File: src/rtl/cpu_step_pkg.sv
// Shared types and helpers for the CPU clock-enable / run controller.
package cpu_step_pkg;

  typedef enum logic [1:0] {
    HALT   = 2'b00,
    RUN    = 2'b01,
    STEP   = 2'b10,
    RUN_BP = 2'b11
  } mode_t;

  typedef enum logic [1:0] {
    ST_HALT  = 2'b00,
    ST_RUN   = 2'b01,
    ST_STEP  = 2'b10,
    ST_BREAK = 2'b11
  } state_t;

  localparam int STEP_CNT_W = 16;

  // RUN_BP shares the RUN state; the breakpoint compare is gated by the mode itself.
  function automatic state_t decode_mode(mode_t m);
    case (m)
      RUN, RUN_BP: return ST_RUN;
      STEP:        return ST_STEP;
      default:     return ST_HALT;
    endcase
  endfunction

endpackage

File: src/rtl/btn_debounce.sv
// Pushbutton conditioner: 2-flop synchroniser, stability counter, debounced
// level and a one-cycle pulse on each debounced rising edge.
module btn_debounce #(
  parameter int DEB_CYCLES = 1_000_000
) (
  input  logic clk,
  input  logic reset,
  input  logic btn_i,
  output logic rise_o
);

  localparam int CNT_W = (DEB_CYCLES > 1) ? $clog2(DEB_CYCLES) : 1;
  localparam logic [CNT_W-1:0] CNT_LAST = CNT_W'(DEB_CYCLES - 1);

  logic             sync_p0;
  logic             sync_p1;
  logic             level;
  logic             level_q;
  logic [CNT_W-1:0] stable_cnt;

  always_ff @(posedge clk) begin
    if (reset) begin
      sync_p0    <= 1'b0;
      sync_p1    <= 1'b0;
      level      <= 1'b0;
      level_q    <= 1'b0;
      stable_cnt <= '0;
      rise_o     <= 1'b0;
    end else begin
      sync_p0 <= btn_i;
      sync_p1 <= sync_p0;
      level_q <= level;
      rise_o  <= level & ~level_q;
      // Level flips only after DEB_CYCLES consecutive samples disagree with it.
      if (sync_p1 == level) begin
        stable_cnt <= '0;
      end else if (stable_cnt == CNT_LAST) begin
        level      <= sync_p1;
        stable_cnt <= '0;
      end else begin
        stable_cnt <= stable_cnt + 1'b1;
      end
    end
  end

endmodule

File: src/rtl/cpu_step_ctrl.sv
// Run controller for the single-cycle core: one-cycle enable pulses on clk with
// programmable rate, halt, debounced single-step and PC breakpoint.
module cpu_step_ctrl
  import cpu_step_pkg::*;
#(
  parameter int DIV_WIDTH  = 26,
  parameter int DEB_CYCLES = 1_000_000,
  parameter int PC_WIDTH   = 32
) (
  input  logic                  clk,
  input  logic                  reset,
  input  logic [1:0]            mode_i,
  input  logic [DIV_WIDTH-1:0]  div_i,
  input  logic                  step_btn_i,
  input  logic [PC_WIDTH-1:0]   pc_i,
  input  logic [PC_WIDTH-1:0]   bp_addr_i,
  output logic                  cpu_en_o,
  output logic                  halted_o,
  output logic                  bp_hit_o,
  output logic [STEP_CNT_W-1:0] step_count_o
);

  state_t               state;
  state_t               mode_state;
  logic [1:0]           mode_q;
  logic [DIV_WIDTH-1:0] div_cnt;
  logic                 step_rise;
  logic                 mode_chg;
  logic                 tick;
  logic                 bp_match;

  btn_debounce #(
    .DEB_CYCLES(DEB_CYCLES)
  ) u_btn (
    .clk   (clk),
    .reset (reset),
    .btn_i (step_btn_i),
    .rise_o(step_rise)
  );

  assign mode_state = decode_mode(mode_t'(mode_i));
  assign mode_chg   = (mode_i != mode_q);
  // >= rather than == so a lowered div_i ticks at once instead of wrapping.
  assign tick       = (state == ST_RUN) && !mode_chg && (div_cnt >= div_i);
  assign bp_match   = (mode_i == RUN_BP) && (pc_i == bp_addr_i);

  always_ff @(posedge clk) begin
    if (reset) begin
      state        <= ST_HALT;
      mode_q       <= HALT;
      div_cnt      <= '0;
      cpu_en_o     <= 1'b0;
      halted_o     <= 1'b1;
      bp_hit_o     <= 1'b0;
      step_count_o <= '0;
    end else begin
      mode_q   <= mode_i;
      cpu_en_o <= 1'b0;
      div_cnt  <= '0;
      bp_hit_o <= 1'b0;
      state    <= mode_state;
      halted_o <= (mode_state != ST_RUN);
      case (state)
        ST_RUN: begin
          if (!mode_chg) begin
            if (!tick) begin
              div_cnt <= div_cnt + 1'b1;
            end else if (bp_match) begin
              // Suppress the tick so the breakpoint instruction is not executed.
              state    <= ST_BREAK;
              halted_o <= 1'b1;
              bp_hit_o <= 1'b1;
            end else begin
              cpu_en_o     <= 1'b1;
              step_count_o <= step_count_o + 1'b1;
            end
          end
        end
        ST_STEP: begin
          if (step_rise && !mode_chg) begin
            cpu_en_o     <= 1'b1;
            step_count_o <= step_count_o + 1'b1;
          end
        end
        ST_BREAK: begin
          if (mode_i == RUN_BP) begin
            if (step_rise) begin
              // Execute the breakpoint instruction without re-comparing, then run on.
              cpu_en_o     <= 1'b1;
              step_count_o <= step_count_o + 1'b1;
              state        <= ST_RUN;
              halted_o     <= 1'b0;
            end else begin
              state    <= ST_BREAK;
              halted_o <= 1'b1;
              bp_hit_o <= 1'b1;
            end
          end
        end
        default: ;
      endcase
    end
  end

endmodule

File: config.mk
export PLATFORM = sky130hd
export DESIGN_NAME = cpu_step_ctrl
export DESIGN_NICKNAME = d
export VERILOG_FILES = /design/src/rtl/cpu_step_pkg.sv /design/src/rtl/btn_debounce.sv /design/src/rtl/cpu_step_ctrl.sv
export SDC_FILE = /design/constraint.sdc
export NUM_CORES = 1
export LEC_CHECK = 0
export ABC_CLOCK_PERIOD_IN_PS = 3750
export CELL_PAD_IN_SITES_DETAIL_PLACEMENT = 1
export CELL_PAD_IN_SITES_GLOBAL_PLACEMENT = 2
export CORE_ASPECT_RATIO = 2
export CORE_MARGIN = 5
export CORE_UTILIZATION = 29
export DETAILED_ROUTE_END_ITERATION = 10
export PLACE_DENSITY_LB_ADDON = 0.1
export SYNTH_ARGS = -nofsm -noshare
export SYNTH_HDL_FRONTEND = slang
export SYNTH_SLANG_ARGS = --single-unit
File: constraint.sdc
create_clock -name clk -period 3.75 [get_ports clk]
set_clock_uncertainty 0.1 [all_clocks]
set_input_delay 0.75 -clock clk [delete_from_list [all_inputs] [get_ports clk]]
set_output_delay 0.75 -clock clk [all_outputs]
set_load 0.005 [all_outputs]
==> results of run 1 <==
[cell usage after synthesis (2+ instances only)]
master	count	area [um^2]
o41ai_2	2	32.5
xnor2_1	45	394
nor2_1	75	282
nand2_1	38	143
nand3_1	32	160
clkbuf_1	11	41.3
or3_1	5	31.3
o21ai_0	11	55.1
and2_1	2	12.5
mux2_2	6	67.6
ha_1	29	363
mux2i_1	2	20.0
o21a_1	2	15.0
nand2b_1	7	43.8
o31ai_2	7	87.6
nor4b_1	4	35.0
a21oi_1	18	90.1
and3_1	15	93.8
nand4_1	21	131
buf_2	2	10.0
and4_1	3	26.3
inv_1	30	113
xor2_1	28	245
mux2_1	9	101
dfxtp_1	74	1480
nor3_1	8	40.0
nor2b_1	21	131
o31ai_1	3	22.5
[per-stage QoR]
stage	hold WS, ns	setup WS, ns	instances	power, uW
after detailed placement	0.282	0.0171	824	1010
final	0.283	0.405	840	1890
after floorplan	0.267	0.756	525	884
after global placement	0.279	0.117	824	1010
after CTS	0.290	0.394	840	1930
after global routing	0.313	0.281	840	1970
[kinds of logic after synthesis]
family                   Yosys count  share of synthesized area [%]
flip-flops                        74                           33.6
AO/OA/AOI/OAI                     51                           8.59
multiplexers                      17                           4.28
buffers and inverters             45                           4.06
XOR/XNOR                          73                           14.5
AND/OR/NAND/NOR                  236                           26.8
adder cells (fa/ha/maj)           29                           8.22
[worst max-delay path by stage]
stage / depth (start not counted) / slack (ns) / endpoint
6_report: 10 / 0.40 / step_count_o[9]$_SDFFE_PP0P_
5_1_grt: 10 / 0.28 / step_count_o[8]$_SDFFE_PP0P_
4_1_cts: 10 / 0.39 / step_count_o[8]$_SDFFE_PP0P_
3_5_place_dp: 10 / 0.02 / step_count_o[8]$_SDFFE_PP0P_
3_3_place_gp: 10 / 0.12 / step_count_o[8]$_SDFFE_PP0P_
2_1_floorplan: 10 / 0.76 / step_count_o[13]$_SDFFE_PP0P_
[critical path, cell delays in order]
cell	delay [ns]
clkdlybuf4s50_1	0.46
inv_1	0.04
ha_1	0.30
nand4_2	0.18
nor4_2	0.36
nand2_1	0.08
o2111a_1	0.26
a21bo_4	0.31
o41ai_2	0.37
mux2_1	0.34
[placed cells by master (no fill, tap or decap), drive strengths merged, types with 2 or more instances in the layout]
cell,count
a21oi,18
and2,2
and3,15
and4,3
buf,6
clkbuf,10
clkdlybuf4s50,113
clkinv,2
dfxtp,74
ha,29
inv,32
mux2,15
mux2i,2
nand2,38
nand2b,7
nand3,32
nand4,22
nor2,75
nor2b,21
nor3,8
nor4,2
nor4b,4
o21a,2
o21ai,11
o31ai,10
o41ai,2
or3,5
xnor2,45
xor2,28
[layout make-up]
type | count | area (um^2)
clock buffer | 10 | 239
clock inverter | 6 | 72.6
fill | 1732 | 8820
inverter | 30 | 113
multi-input combinational | 406 | 2750
sequential | 74 | 1480
tap | 195 | 244
timing repair buffer | 119 | 1180
[flip-flops by register name, indices dropped and copies added (netlist names)]
signal / flops
div_cnt: 26
u_btn.stable_cnt: 20
step_count_o: 16
mode_q: 2
state: 2
bp_hit_o: 1
cpu_en_o: 1
halted_o: 1
u_btn.level: 1
u_btn.level_q: 1
u_btn.rise_o: 1
u_btn.sync_p0: 1
u_btn.sync_p1: 1
[where the power goes]
part / total (uW) / leakage, uW / switching [uW] / internal, uW
clock network: 896 / 0.000150 / 355 / 540
logic: 196 / 0.00153 / 65.5 / 130
registers: 794 / 0.000598 / 3.66 / 790
total: 1890 / 0.00228 / 424 / 1460
[layer usage]
layer	share of wire, %	global-route usage (%)	vias up
li1	-	-	2018
met1	34	12.7	1905
met2	60	31.4	78
met3	4.2	3.52	18
met4	2.1	5.71	0
met5	0	0	-
==> metrics.md, run 1 <==
| Metric | Value |
|---|---|
| Placed cell area | 5770 um^2 |
| Starting Density | 29.6% |
| CP Capture Type | flip-flop |
| Root Driver | clkbuf_16 |
| Final core utilization | 40.8% |
| 1st-iter DRT viols | 40 |
| Fraction of layout cells with a size suffix above 1 | 6.36% |
| Worst path required time | 3.88 ns |
| RSZ-0062 raised after global routing | no |
| Outcome | complete, no violations |
| Reg2reg start | div_cnt[23]$_SDFF_PP0_ |
| WL/cell | 15.7 um |
| Post_cts resized | 0 |
| Minimum period implied by the final worst setup slack | 3.35 ns |
| CTS tree | built |
| Max IR drop VDD | 0.183 mV |
| Hold buffers post-CTS | 0 |
| Hold Path Class | flip-flop to flip-flop |
| Final period util | 89.2% |
| CP startpoint kind | primary input |
| CTS sink count | 74 |
| P&R area growth vs syn | 37.7% |
| FF+latch count, synth | 74 |
| Final Hold Fails | 0 |
| R2R setup slack | 0.95 ns |
| Gr ovfl total | 0 |
| Final instance area | 6080 um^2 |
| Lkg Pwr | 0.00228 uW |
| Yosys warnings | 0 |
| Slew @ Worst Pin | 0.710 ns |
| Cell count of the worst hold path | 1 |
| Synth Net Count | 649 |
| PwrDens | 310 nW/um^2 |
| Antenna viol nets, final | 0 |
| # setup viols final | 0 |
| Setup bufs post-CTS | 0 |
| EDFF count, synth | 0 |
| Avg Synthesized Cell Area | 8.40 um^2 |
| Nets | 764 |
| TritonCTS Buffers | 9 |
| Row cnt | 63 |
| Post-DP HPWL | 11,000 um |
| Hold Path End | u_btn.rise_o$_SDFF_PP0_ |
| DRT Wirelength | 13,200 um |
| Gpl congestion | 0.765 |
| Hold Path Origin | u_btn.level_q$_SDFF_PP0_ |
| Routed via count | 4,019 |
| Sequential area share after synthesis | 33.6% |
| Syn Std Cell Area | 4410 um^2 |
| Post-Syn Instances | 525 |
| Worst Path Class, Setup | primary input to flip-flop |
| Ys async rst share | 0% |
| Diode count | 0 |
| Crit Path Max Fanout | 16 |
| Die X | 97.2 um |
| Die Y | 184 um |
| Drt first pass iters | 4 |
| Max-slew headroom | 52.7% |
| TNS Setup | 0 ns |
| Setup crit start | div_i[23] |
| Max-Cap Viols | 0 |
| Largest net degree at the start of global routing | 27 |
| Vias/cell | 4.78 |
| Maximum clock path buffer count | 2 |
| R2R cell count | 8 |
| Vias in the first global route | 4,289 |
| Worst-path clk slew | 0.07 ns |
| Reg2Reg Capture Point | step_count_o[9]$_SDFFE_PP0P_ |
| Input/output buffers | 113 |
| Core footprint | 14,900 um^2 |
| Initial antenna violation count | 0 |
| Die area | 17,900 um^2 |
| Final slew viol count | 0 |
| H-tree levels | 3 |
| Io pins | 114 |
| Crit path arrival time | 3.47 ns |
| First-pass GRT wire length | 21,100 um |
| Clk_lat worst skew | 0.34 ns |
| DRC | 0 |
| Netlist cell types | 43 |
| Fmax | 299 MHz |
| Synth Flop Type | dfxtp_1 |
| Total Routing Usage GR | 14.8% |
(Power assumes the default switching activity.)
==> run 2, diff against run 1 <==
Settings changed: CORE_ASPECT_RATIO 2 to default.
==> run 2 against run 1 <==
Against the previous run:
- total power down 3.9%
- critical path depth unchanged
- worst hold slack better by 0.0042 ns
- sequential share of layout area up 0.17 points
- global-route usage down 0.75 points
- first-iteration DRC count up 95%
- register-to-register slack worse by 0.04 ns
- wire length down 8.1%
- non-clock buffer count down 2
- cell area down 0.68%
- via count down 0.87%
- die area down 0.84%
==> metrics.md, run 2 (synthesized netlist as in run 1, its figures left out) <==
| Metric | Value |
|---|---|
| Outcome | complete, no violations |
| DRC | 0 (unchanged) |
| PwrDens | 300 nW/um^2 (-3.3%) |
| Initial antenna violation count | 0 (unchanged) |
| Fmax | 295 MHz (-1.2%) |
| Io pins | 114 (unchanged) |
| Biggest regs | div_cnt: 26 flops, u_btn.stable_cnt: 20 flops, step_count_o: 16 flops |
| Routed wl met3 | 986 um (+79%) |
| First-pass GRT wire length | 20,400 um (-3.1%) |
| Die X | 133 um (+37%) |
| Die area | 17,800 um^2 (-0.84%) |
| Hold Path Class | flip-flop to flip-flop |
| Post_cts resized | 0 (unchanged) |
| Routed via count | 3,984 (-0.87%) |
| Core footprint | 15,100 um^2 (+1.3%) |
| R2R setup slack | 0.91 ns (-0.04 ns) |
| 1st-iter DRT viols | 78 (+95%) |
| Final core utilization | 40.0% (-0.79 points) |
| Commonest non-fill, non-tap cell in the layout | clkdlybuf4s50_1 |
| Root Driver | clkbuf_16 |
| Gr ovfl total | 0 (unchanged) |
| Final slew viol count | 0 (unchanged) |
| CP Capture Type | flip-flop |
| Reg2reg start | div_cnt[19]$_SDFF_PP0_ |
| Fraction of layout cells with a size suffix above 1 | 6.07% (-0.29 points) |
| Input/output buffers | 113 (unchanged) |
| Setup bufs post-CTS | 0 (unchanged) |
| Max IR drop VDD | 0.206 mV (+12%) |
| # setup viols final | 0 (unchanged) |
| Antenna viol nets, final | 0 (unchanged) |
| Most frequent cells in the layout | 113 x clkdlybuf4s50_1, 75 x nor2_1, 74 x dfxtp_1 |
| Final Hold Fails | 0 (unchanged) |
| Slew @ Worst Pin | 0.682 ns (-0.0277 ns) |
| Row cnt | 45 (-29%) |
| Max FFs per register | 26 (unchanged) |
| Vias/cell | 4.79 (+0.20%) |
| Worst Path Class, Setup | primary input to flip-flop |
| Total power draw | 1810 uW (-3.9%) |
| Vias in the first global route | 4,304 (+0.35%) |
| Gpl congestion | 0.726 (-5.1%) |
| Nets | 762 (-0.26%) |
| Cell Count, Final, Fillers Out | 831 (-1.1%) |
| Minimum period implied by the final worst setup slack | 3.39 ns (+0.0414 ns) |
| Hold buffers post-CTS | 0 (unchanged) |
| CTS tree | built |
| Cell count of the worst hold path | 1 (unchanged) |
| RSZ-0062 raised after global routing | no |
| Maximum clock path buffer count | 2 (unchanged) |
| Met1 wire length | 5270 um (+19%) |
| Diode count | 0 (unchanged) |
| # fillers | 1,787 (+3.2%) |
| Final period util | 90.3% (+1.1 points) |
| Drt first pass iters | 4 (unchanged) |
| Post-DP HPWL | 9630 um (-12%) |
| Top sig layer | met4 |
| Reg2Reg Capture Point | step_count_o[9]$_SDFFE_PP0P_ |
| WL/cell | 14.6 um (-7.1%) |
| Crit Path Max Fanout | 16 (unchanged) |
| Worst-path clk slew | 0.06 ns (about the same) |
| P&R area growth vs syn | 36.8% |
| CTS sink count | 74 (unchanged) |
| Hold Path End | u_btn.rise_o$_SDFF_PP0_ |
| Max-slew headroom | 54.5% (+1.8 points) |
| Clk_lat worst skew | 0.34 ns (about the same) |
| CP startpoint kind | primary input |
| Hold slack | 0.288 ns (+0.00423 ns) |
| Placed cells | 815 (-1.1%) |
| H-tree levels | 3 (unchanged) |
| Lkg Pwr | 0.00226 uW (-0.75%) |
| Largest net degree at the start of global routing | 43 (+59%) |
| Hold Path Origin | u_btn.level_q$_SDFF_PP0_ |
| Max-Cap Viols | 0 (unchanged) |
| Largest reg by FF count | div_cnt |
| Met2 WL | 5780 um (-27%) |
| DRT Wirelength | 12,100 um (-8.1%) |
| TritonCTS Buffers | 9 (unchanged) |
| Worst path required time | 3.87 ns (about the same) |
| TNS Setup | 0 ns (unchanged) |
| Crit path arrival time | 3.51 ns (+0.04 ns) |
| Die Y | 133 um (-28%) |
| Starting Density | 29.2% (-0.38 points) |
| R2R cell count | 8 (unchanged) |
| Total Routing Usage GR | 14.0% (-0.75 points) |
run 2: cell count changes in the layout (fill, tap and decap cells not counted):
cell,previous run,this run
clkinv_2,0,2
buf_12,0,1
buf_4,6,3
bufinv_16,1,0
inv_6,2,0
clkinvlp_4,1,2
run 2: worst max-delay path, stage by stage:
cell	delay, ns
clkdlybuf4s50_1	0.47
inv_1	0.05
ha_1	0.30
nand4_2	0.17
nor4_2	0.36
nand2_1	0.09
o2111a_1	0.28
a21bo_4	0.31
o41ai_2	0.37
mux2_1	0.36
run 2: report_power, final:
| group | internal (uW) | switching [uW] |
|---|---|---|
| Sequential | 790 | 3.60 |
| Clock | 466 | 357 |
| Combinational | 129 | 65.4 |
run 2: how the worst max path moves through the flow:
stage | from | end | slack [ns]
floorplan | div_i[23] | step_count_o[13]$_SDFFE_PP0P_ | 0.76
global placement | div_i[23] | step_count_o[8]$_SDFFE_PP0P_ | 0.10
detailed placement | div_i[23] | step_count_o[9]$_SDFFE_PP0P_ | -0.01
CTS | div_i[23] | step_count_o[9]$_SDFFE_PP0P_ | 0.34
global route | div_i[23] | step_count_o[8]$_SDFFE_PP0P_ | 0.17
finish | div_i[23] | step_count_o[9]$_SDFFE_PP0P_ | 0.36
run 2: final cells by class:
cell class	instances	area, um^2	share of cell area, %
well taps	188	235	3.90
repair buffers	117	1170	19.4
flip-flops and latches	74	1480	24.5
inverters	30	113	1.87
multi-input cells	406	2750	45.6
clock inverters	6	42.5	0.705
clock buffers	10	239	3.96
run 2: metrics by stage:
step | setup WS, ns | area [um^2]
global placement | 0.103 | 5750
detailed placement | -0.0103 | 5750
finish | 0.363 | 6040
CTS | 0.339 | 6040
global route | 0.171 | 6040
floorplan | 0.756 | 4410
run 2: per-layer routing:
metal	vias to the layer above	GRT usage, %
met3	6	6.72
met1	1859	15.8
met4	0	3.60
met5	-	0
met2	100	23.8
li1	2019	-
==> run 3, diff against run 2 <==
Settings changed: PLACE_DENSITY_LB_ADDON 0.1 to 0.05.
==> run 3 against run 2 <==
Against the previous run:
- global-route usage is 0.36 points lower
- combinational power about the same
- first-iteration DRC count up 46%
- wire length fell by 2.8%
- critical path depth unchanged
- clock-buffer cell count increased by 1
- non-clock buffer count stayed put
- largest power group unchanged
- largest cell class unchanged
- cell area increased by 0.64%
- total power is 6.2% higher
- setup slack improved by 0.019 ns
- sequential cell count stayed put
==> metrics.md, run 3 (synthesized netlist as in run 1, its figures left out) <==
| Metric | Value |
|---|---|
| Outcome | complete, no violations |
| PwrDens | 317 nW/um^2 (+5.6%) |
| Most frequent cells in the layout | 113 x clkdlybuf4s50_1, 75 x nor2_1, 74 x dfxtp_1 |
| Sequential power share | 41.3% (-2.5 points) |
| Final core utilization | 40.3% (+0.26 points) |
| Vias/cell | 4.79 (-0.18%) |
| Cell count of the worst hold path | 1 (unchanged) |
| Final period util | 89.8% (-0.52 points) |
| Largest reg by FF count | div_cnt |
| Hold Path Class | flip-flop to flip-flop |
| Cell Count, Final, Fillers Out | 831 (unchanged) |
| Input/output buffers | 113 (unchanged) |
| Final slew viol count | 0 (unchanged) |
| Slowest cell on crit path | clkdlybuf4s50_1 |
| Clk_lat worst skew | 0.34 ns (about the same) |
| Crit path arrival time | 3.49 ns (-0.02 ns) |
| R2R cell count | 8 (unchanged) |
| R2R setup slack | 0.93 ns (+0.02 ns) |
| Met2 WL | 5770 um (about the same) |
| Max-slew headroom | 52.8% (-1.7 points) |
| Root Driver | clkbuf_16 |
| Vias in the first global route | 4,180 (-2.9%) |
| Clk pwr share | 48.6% (+3.2 points) |
| Lkg Pwr | 0.00228 uW (+0.93%) |
| Core footprint | 15,100 um^2 (unchanged) |
| Routed via count | 3,977 (-0.18%) |
| P&R area growth vs syn | 37.7% |
| WL/cell | 14.2 um (-2.8%) |
| Max IR drop VDD | 0.278 mV (+35%) |
| Fmax | 297 MHz (+0.58%) |
| CP startpoint kind | primary input |
| Total Routing Usage GR | 13.7% (-0.36 points) |
| Io pins | 114 (unchanged) |
| CTS tree | built |
| CP Capture Type | flip-flop |
| Largest net degree at the start of global routing | 42 (-2.3%) |
| Reg2Reg Capture Point | step_count_o[9]$_SDFFE_PP0P_ |
| DRT Wirelength | 11,800 um (-2.8%) |
| Die Y | 133 um (unchanged) |
| CP Cell Sequence | clkdlybuf4s50_1 -> inv_1 -> ha_1 -> nand4_1 -> nor4_2 -> nand2_1 -> o2111a_1 -> a21bo_4 -> o41ai_2 -> mux2_1 |
| Antenna viol nets, final | 0 (unchanged) |
| Met1 wire length | 5140 um (-2.4%) |
| Die X | 133 um (unchanged) |
| NetSw | 406 uW (-4.7%) |
| # setup viols final | 0 (unchanged) |
| Top sig layer | met4 |
| Die area | 17,800 um^2 (unchanged) |
| Worst Path Class, Setup | primary input to flip-flop |
| Family with the most delay on the worst path | compound AO/OA/AOI/OAI gates |
| Final Hold Fails | 0 (unchanged) |
| Final instance area | 6070 um^2 (+0.64%) |
| Initial antenna violation count | 0 (unchanged) |
| TritonCTS Buffers | 9 (unchanged) |
| Biggest regs | div_cnt: 26 flops, u_btn.stable_cnt: 20 flops, step_count_o: 16 flops |
| Post_cts resized | 0 (unchanged) |
| Sw frac | 21.1% (-2.4 points) |
| Minimum period implied by the final worst setup slack | 3.37 ns (-0.0195 ns) |
| Fraction of layout cells with a size suffix above 1 | 5.91% (-0.16 points) |
| Placed cell area | 5750 um^2 (unchanged) |
| H-tree levels | 3 (unchanged) |
| RSZ-0062 raised after global routing | no |
| CTS sink count | 74 (unchanged) |
| Maximum clock path buffer count | 2 (unchanged) |
| Nets | 762 (unchanged) |
| Max-Cap Viols | 0 (unchanged) |
| DRC | 0 (unchanged) |
| Slew @ Worst Pin | 0.708 ns (+0.0257 ns) |
| Commonest non-fill, non-tap cell in the layout | clkdlybuf4s50_1 |
| Starting Density | 29.2% (unchanged) |
| Critical path's largest stage delay | 0.46 ns (about the same) |
| Routed wl met3 | 705 um (-28%) |
| Max FFs per register | 26 (unchanged) |
| Bufs and invs on worst path | 2 (unchanged) |
| Int Pwr | 1520 uW (+9.6%) |
| Worst path required time | 3.87 ns (about the same) |
| 1st-iter DRT viols | 114 (+46%) |
| Drt first pass iters | 4 (unchanged) |
| Hold Path Origin | u_btn.level_q$_SDFF_PP0_ |
| Hold Path End | u_btn.rise_o$_SDFF_PP0_ |
| Gr ovfl total | 0 (unchanged) |
| Gpl congestion | 0.743 (+2.3%) |
| Hold buffers post-CTS | 0 (unchanged) |
| Diode count | 0 (unchanged) |
| Reg2reg start | div_cnt[19]$_SDFF_PP0_ |
| Worst-path clk slew | 0.06 ns (about the same) |
| Row cnt | 45 (unchanged) |
| Logic pwr share | 10.1% (-0.6 points) |
| Crit Path Max Fanout | 16 (unchanged) |
| Setup bufs post-CTS | 0 (unchanged) |
| Post-DP HPWL | 9430 um (-2.1%) |
| Placed cells | 815 (unchanged) |
| First-pass GRT wire length | 19,900 um (-2.7%) |
## run 3: changes by cell type in the layout (fill, tap and decap cells not counted), sizes merged
cell / change
clkinv: -2
bufinv: +2
clkinvlp: -1
clkbuf: +1
## run 3: per-layer routing
layer | GRT usage [%] | vias to the layer above
met5 | 0 | -
met4 | 4.23 | 0
met3 | 5.06 | 9
met2 | 24.0 | 76
met1 | 15.4 | 1875
li1 | - | 2017
## run 3: worst max-delay path by stage
stage              start                       endpoint  slack, ns  cells after the start
3_3_place_gp   div_i[24]   step_count_o[8]$_SDFFE_PP0P_       0.11                     10
4_1_cts        div_i[21]   step_count_o[9]$_SDFFE_PP0P_       0.36                     10
6_report       div_i[21]   step_count_o[9]$_SDFFE_PP0P_       0.38                     10
5_1_grt        div_i[21]   step_count_o[9]$_SDFFE_PP0P_       0.22                     10
3_5_place_dp   div_i[21]   step_count_o[9]$_SDFFE_PP0P_     -0.005                     10
2_1_floorplan  div_i[23]  step_count_o[13]$_SDFFE_PP0P_       0.76                     10
## run 3: power groups by stage
stage	clock (uW)	sequential, uW	combinational (uW)
finish	936	794	194
global route	996	794	214
CTS	973	794	198
detailed placement	0	811	198
global placement	0	811	191
floorplan	0	811	73.2
## run 3: area by class of cell
cell class | count | area [um^2]
tap | 188 | 235
sequential | 74 | 1480
timing repair buffer | 117 | 1170
fill | 1793 | 9010
clock buffer | 11 | 243
inverter | 30 | 113
multi-input combinational | 406 | 2750
clock inverter | 5 | 77.6
## run 3: through the flow
| step | setup TNS, ns | hold slack [ns] | setup WS (ns) | power [uW] |
|---|---|---|---|---|
| after floorplan | 0 | 0.267 | 0.756 | 884 |
| after global placement | 0 | 0.278 | 0.113 | 1000 |
| after detailed placement | -0.00520 | 0.281 | -0.00520 | 1010 |
| after CTS | 0 | 0.296 | 0.365 | 1960 |
| after global routing | 0 | 0.324 | 0.219 | 2000 |
| final | 0 | 0.289 | 0.383 | 1920 |
